==> src/rtl/muldiv_unit.sv <==
// muldiv_unit: iterative RV32M multiply/divide unit, one result bit per clock.
// Optional build macro MULDIV_EARLY_OUT_EN lets zero-operand multiplies and divide-by-zero skip the iteration.
module muldiv_unit #(
    parameter int DATA_WIDTH = 32
) (
    input  logic                  clk_i,
    input  logic                  rst_ni,
    input  logic                  Valid_i,
    output logic                  Ready_o,
    input  logic [2:0]            Op_i,
    input  logic [DATA_WIDTH-1:0] SrcA_i,
    input  logic [DATA_WIDTH-1:0] SrcB_i,
    input  logic                  Flush_i,
    output logic                  Valid_o,
    input  logic                  Ready_i,
    output logic [DATA_WIDTH-1:0] Result_o
);
    localparam int W         = DATA_WIDTH;
    localparam int CNT_WIDTH = $clog2(DATA_WIDTH) + 1;
    localparam logic [CNT_WIDTH-1:0] CNT_LOAD = CNT_WIDTH'(DATA_WIDTH);
    localparam logic [CNT_WIDTH-1:0] CNT_ONE  = CNT_WIDTH'(1);

    // Handshake: a request transfers on an edge where Valid_i && Ready_o && !Flush_i;
    // a result transfers on an edge where Valid_o && Ready_i. Valid_o/Result_o hold until then.
    typedef enum logic [1:0] {IDLE, CALC, DONE} state_t;
    state_t state, state_next;

    logic [CNT_WIDTH-1:0] cnt_q;
    logic [2:0]           op_q;
    logic                 neg_q, rneg_q, dz_q;
    logic [W-1:0]         opnd_q;
    logic [2*W-1:0]       acc_q;
    logic [W-1:0]         result_q;

    logic         a_signed, b_signed, a_neg, b_neg;
    logic [W-1:0] a_abs, b_abs;

    always_comb begin
        a_signed = (Op_i == 3'b001) || (Op_i == 3'b010) || (Op_i == 3'b100) || (Op_i == 3'b110);
        b_signed = (Op_i == 3'b001) || (Op_i == 3'b100) || (Op_i == 3'b110);
        a_neg    = a_signed && SrcA_i[W-1];
        b_neg    = b_signed && SrcB_i[W-1];
        a_abs    = a_neg ? -SrcA_i : SrcA_i;
        b_abs    = b_neg ? -SrcB_i : SrcB_i;
    end

    // acc_q holds {partial product, multiplier} or {partial remainder, dividend/quotient}
    logic [W:0]     mul_sum;
    logic [W:0]     div_top;
    logic [W-1:0]   div_diff;
    logic [2*W-1:0] mul_next, div_next, acc_step;

    always_comb begin
        mul_sum  = {1'b0, acc_q[2*W-1:W]} + (acc_q[0] ? {1'b0, opnd_q} : '0);
        mul_next = {mul_sum, acc_q[W-1:1]};
        div_top  = acc_q[2*W-1:W-1];
        div_diff = div_top[W-1:0] - opnd_q;
        if (div_top >= {1'b0, opnd_q})
            div_next = {div_diff, acc_q[W-2:0], 1'b1};
        else
            div_next = {div_top[W-1:0], acc_q[W-2:0], 1'b0};
        acc_step = op_q[2] ? div_next : mul_next;
    end

    // A zero divisor leaves |A| in the remainder; restoring A's sign recovers the original dividend.
    logic [2*W-1:0] prod_fix;
    logic [W-1:0]   quo_fix, rem_fix, final_result;

    always_comb begin
        prod_fix = neg_q ? -acc_step : acc_step;
        quo_fix  = dz_q ? '1 : (neg_q ? -acc_step[W-1:0] : acc_step[W-1:0]);
        rem_fix  = rneg_q ? -acc_step[2*W-1:W] : acc_step[2*W-1:W];
        if (op_q[2])
            final_result = op_q[1] ? rem_fix : quo_fix;
        else if (op_q[1:0] == 2'b00)
            final_result = prod_fix[W-1:0];
        else
            final_result = prod_fix[2*W-1:W];
    end

`ifdef MULDIV_EARLY_OUT_EN
    logic         early_hit;
    logic [W-1:0] early_result;

    always_comb begin
        early_hit = Op_i[2] ? (SrcB_i == '0) : ((SrcA_i == '0) || (SrcB_i == '0));
        if (!Op_i[2])
            early_result = '0;
        else if (Op_i[1])
            early_result = SrcA_i;
        else
            early_result = '1;
    end
`endif

    always_ff @(posedge clk_i or negedge rst_ni) begin
        if (!rst_ni)
            state <= IDLE;
        else
            state <= state_next;
    end

    always_comb begin
        state_next = state;
        Ready_o    = 1'b0;
        Valid_o    = 1'b0;
        case (state)
            IDLE: begin
                Ready_o = 1'b1;
                if (Valid_i) begin
`ifdef MULDIV_EARLY_OUT_EN
                    state_next = early_hit ? DONE : CALC;
`else
                    state_next = CALC;
`endif
                end
            end
            CALC: if (cnt_q == CNT_ONE) state_next = DONE;
            DONE: begin
                Valid_o = 1'b1;
                if (Ready_i) state_next = IDLE;
            end
            default: state_next = IDLE;
        endcase
        if (Flush_i) state_next = IDLE;
    end

    always_ff @(posedge clk_i or negedge rst_ni) begin
        if (!rst_ni) begin
            cnt_q    <= '0;
            op_q     <= '0;
            neg_q    <= 1'b0;
            rneg_q   <= 1'b0;
            dz_q     <= 1'b0;
            opnd_q   <= '0;
            acc_q    <= '0;
            result_q <= '0;
        end else if (Flush_i) begin
            cnt_q <= '0;
        end else begin
            case (state)
                IDLE: if (Valid_i) begin
                    op_q   <= Op_i;
                    neg_q  <= a_neg ^ b_neg;
                    rneg_q <= a_neg;
                    dz_q   <= (SrcB_i == '0);
                    cnt_q  <= CNT_LOAD;
                    opnd_q <= Op_i[2] ? b_abs : a_abs;
                    acc_q  <= {{W{1'b0}}, (Op_i[2] ? a_abs : b_abs)};
`ifdef MULDIV_EARLY_OUT_EN
                    if (early_hit) result_q <= early_result;
`endif
                end
                CALC: begin
                    acc_q <= acc_step;
                    cnt_q <= cnt_q - CNT_ONE;
                    if (cnt_q == CNT_ONE) result_q <= final_result;
                end
                default: ;
            endcase
        end
    end

    assign Result_o = result_q;

endmodule
==> config.mk <==
export PLATFORM = sky130hd
export DESIGN_NAME = muldiv_unit
export DESIGN_NICKNAME = d
export VERILOG_FILES = /design/src/rtl/muldiv_unit.sv
export SDC_FILE = /design/constraint.sdc
export NUM_CORES = 1
export LEC_CHECK = 0
export CELL_PAD_IN_SITES_DETAIL_PLACEMENT = 0
export CELL_PAD_IN_SITES_GLOBAL_PLACEMENT = 1
export CORE_ASPECT_RATIO = 2
export CORE_MARGIN = 4
export CORE_UTILIZATION = 45
export CTS_CLUSTER_SIZE = 20
export DETAILED_ROUTE_END_ITERATION = 7
export PLACE_DENSITY = 0.79
export SYNTH_ARGS = -nofsm -noshare
export SYNTH_HDL_FRONTEND = slang
export SYNTH_SLANG_ARGS = --single-unit
==> constraint.sdc <==
create_clock -name clk_i -period 6.3 [get_ports clk_i]
set_input_delay 0.63 -clock clk_i [delete_from_list [all_inputs] [get_ports clk_i]]
set_output_delay 0.63 -clock clk_i [all_outputs]
set_load 0.1 [all_outputs]
==> results_dict.tcl <==
set metrics [dict create \
    internal_power_mw 4.269 \
    worst-path-buf-inv 0 \
    synth_nets 2286 \
    outcome "complete, no violations" \
    combPwrFrac_pct 72.1 \
    seq_power_share_pct 16.9 \
    p_sw_share_pct 57.67 \
    worstMarginPinSlew_ns 1.094 \
    initial_core_util_pct 45.68 \
    root_buffer "clkbuf_16" \
    areaGrowthSynthToFinish_pct 13.39 \
    synth_area_um2 15750 \
    fp.dieH_um 272.6 \
    synth_top_area_share_pct 22.56 \
    setup_viol 0 \
    clock_skew_ns 0.01596 \
    hold_viol_final 0 \
    crit_path_start_kind "flip-flop" \
    nets 2336 \
    ys.flop_type "dfrtp_1" \
    power_frac_clock_pct 11.0 \
    hpwl_mm 55.33 \
    drt_first_pass_iters 6 \
    grt_max_degree 76 \
    async_flop_share_pct 100.0 \
    nFillCells 3429 \
    drv_cap 0 \
    antenna_found_initial 4 \
    grt_overflow_total 0 \
    clk_pin_slew_ns 0.07 \
    power.switching_mw 5.816 \
    rows 96 \
    period_minus_slack_ns 5.749 \
    ys_types 100 \
    setup.worst_path.end_class "flip-flop" \
    via_count 16990 \
    ios 106 \
    grt_pass1_vias 16860 \
    grt_util_all_layers_pct 35.57 \
    yosys.area.top_type "dfrtp_1" \
    wirelength_mm 69.08 \
    ys_warn_count 0 \
    h-tree-depth 4 \
    p_per_area_nw_per_um2 564.7 \
    slew_viol_final 0 \
    cts_tree "built" \
    dieArea_um2 38240 \
    grt_pass1_wl_mm 103.0 \
    fin_ws_ns 0.5508 \
    clk_latency_ns 0.46 \
    slew_headroom_pct 26.75 \
    cts_sinks 142 \
    hp-class "in -> async" \
    critical_path.max_fanout 11 \
    holdWs_ns 0.05504 \
    synth_area_leaders "dfrtp_1 23%, a21oi_1 6.8%, o21ai_0 6.7%, ha_1 5.6%, nand2_1 5.6%" \
    layout_common_cells "232 x nand2_1, 216 x nor2_1, 214 x a21oi_1" \
    max_freq_ghz 0.1739 \
    vdd_ir_drop_max_uv 314.7 \
    rsz0062_at_grt "no" \
    core_area_um2 34470 \
    fin_tns_setup_ns 0 \
    cp_slowest_cell "or3_1" \
    place_inst 2614 \
    port-buffer-count 105 \
    drt_iter0_markers 1258 \
    critical-path-top-delay-family "compound AO/OA/AOI/OAI gates" \
    postSynthAreaPerCell_um2 7.352 \
    layout_commonest_cell "nand2_1" \
    cts_resized 0 \
    post_cts_buffers 0 \
    ys_ff_latch 142 \
    instances_no_fill 2648 \
    p_leak_nw 7.127 \
    crit_arrival_ns 6.09 \
    syn_inst 2142 \
    required_ns 6.64 \
    ys_seq_area_share_pct 22.56 \
    path_class "reg -> reg" \
    dp_slack_ns 0.7274 \
    via_per_inst 6.415 \
    cts_buffer_depth 2 \
    period_share_pct 91.26 \
    path_cells "ha_1 -> a21oi_2 -> o21ai_1 -> a311oi_2 -> o21ai_2 -> o31ai_4 -> a21boi_0 -> ha_1 -> nand3_1 -> nand3b_1 -> or3_1 -> nor2_1 -> nand3_1 -> or4_1 -> nand2_1 -> xnor2_1 -> a211o_1" \
    gp_congestion 1.009 \
    drc 0 \
    die_w_um 140.3 \
    cts_hold_buffers 0 \
    synth-edff-count 0 \
    max_stage_delay_ns 0.60 \
    ant_nets 0 \
    drive_gt1_share_pct 7.029 \
    final_core_util_pct 51.80 \
    cts_made_buffers 17 \
    wl_per_cell_um 26.09 \
]
[layer usage]
| metal | global-route usage (%) | wire length [um] | share of wire (%) | vias up |
|---|---|---|---|---|
| met3 | 4.290 | 3040 | 4.4 | 267 |
| met5 | 0 | 0 | 0 | - |
| li1 | - | - | - | 7918 |
| met1 | 35.11 | 23150 | 34 | 8118 |
| met2 | 65.38 | 35980 | 52 | 685 |
| met4 | 28.92 | 6911 | 10 | 0 |
[final timing paths]
path | start | cells after the start | slack [ns] | end
max in group asynchronous | rst_ni | 2 | 4.97 | op_q[2]
max reg2reg | acc_q[53] | 17 | 0.55 | Result_o[24]
min | rst_ni | 1 | 0.06 | acc_q[63]
max | acc_q[53] | 17 | 0.55 | Result_o[24]
min in group clk_i | acc_q[0] | 2 | 0.48 | acc_q[0]
min reg2reg | acc_q[0] | 2 | 0.48 | acc_q[0]
[cell type report]
type / instances / area (um^2) / share of cell area, %
multi-input combinational: 1801 / 11400 / 63.85
sequential: 142 / 3558 / 19.93
timing repair buffer: 159 / 1455 / 8.148
tap: 441 / 551.8 / 3.090
clock buffer: 20 / 456.7 / 2.557
inverter: 71 / 266.5 / 1.492
clock inverter: 12 / 161.4 / 0.9038
antenna: 2 / 5.005 / 0.02802
[synthesized netlist by cell type, types with 19 or more instances]
cell	instances
o211ai_1	20
or3_1	21
nand2b_1	27
and2_1	41
nor4_1	23
o31ai_1	35
xor2_1	86
xnor2_1	90
nand3_1	39
mux2i_1	38
a21oi_1	214
nor2_1	217
a31oi_1	27
o21ai_0	211
inv_1	67
a22o_1	20
a21o_1	21
nand4_1	22
nor3_1	57
nand2_1	233
a211oi_1	19
ha_1	70
dfrtp_1	142
clkbuf_1	92
[per-stage QoR]
stage / instance area [um^2] / power, mW
6_report: 17860 / 10.09
5_1_grt: 17860 / 10.65
4_1_cts: 17850 / 9.956
3_5_place_dp: 17240 / 8.809
3_3_place_gp: 17240 / 8.799
2_1_floorplan: 15750 / 6.513
[power by group through the flow]
stage | Combinational (mW) | Clock (mW) | Sequential (mW)
2_1_floorplan | 4.37 | 0 | 2.15
3_3_place_gp | 7.10 | 0 | 1.70
3_5_place_dp | 7.10 | 0 | 1.71
4_1_cts | 7.15 | 1.12 | 1.69
5_1_grt | 7.75 | 1.16 | 1.74
6_report | 7.27 | 1.11 | 1.71
[cell families (layout without fill, tap and decap cells)]
group / after synthesis / in the layout / synth area share, %
AO/OA/AOI/OAI: 753 / 753 / 30.79
XOR/XNOR: 176 / 176 / 9.788
adder cells (fa/ha/maj): 72 / 72 / 5.816
buffers and inverters: 199 / 262 / 5.148
flip-flops: 142 / 142 / 22.56
multiplexers: 49 / 49 / 3.202
other: 0 / 2 / 0
AND/OR/NAND/NOR: 751 / 751 / 22.69
[registers in the layout, summed over array words and instances, names as in the netlist]
register  count
cnt_q         6
rneg_q        1
acc_q        64
op_q          3
neg_q         1
state         2
dz_q          1
opnd_q       32
Result_o     32
Power figures use the tool's default switching activity.
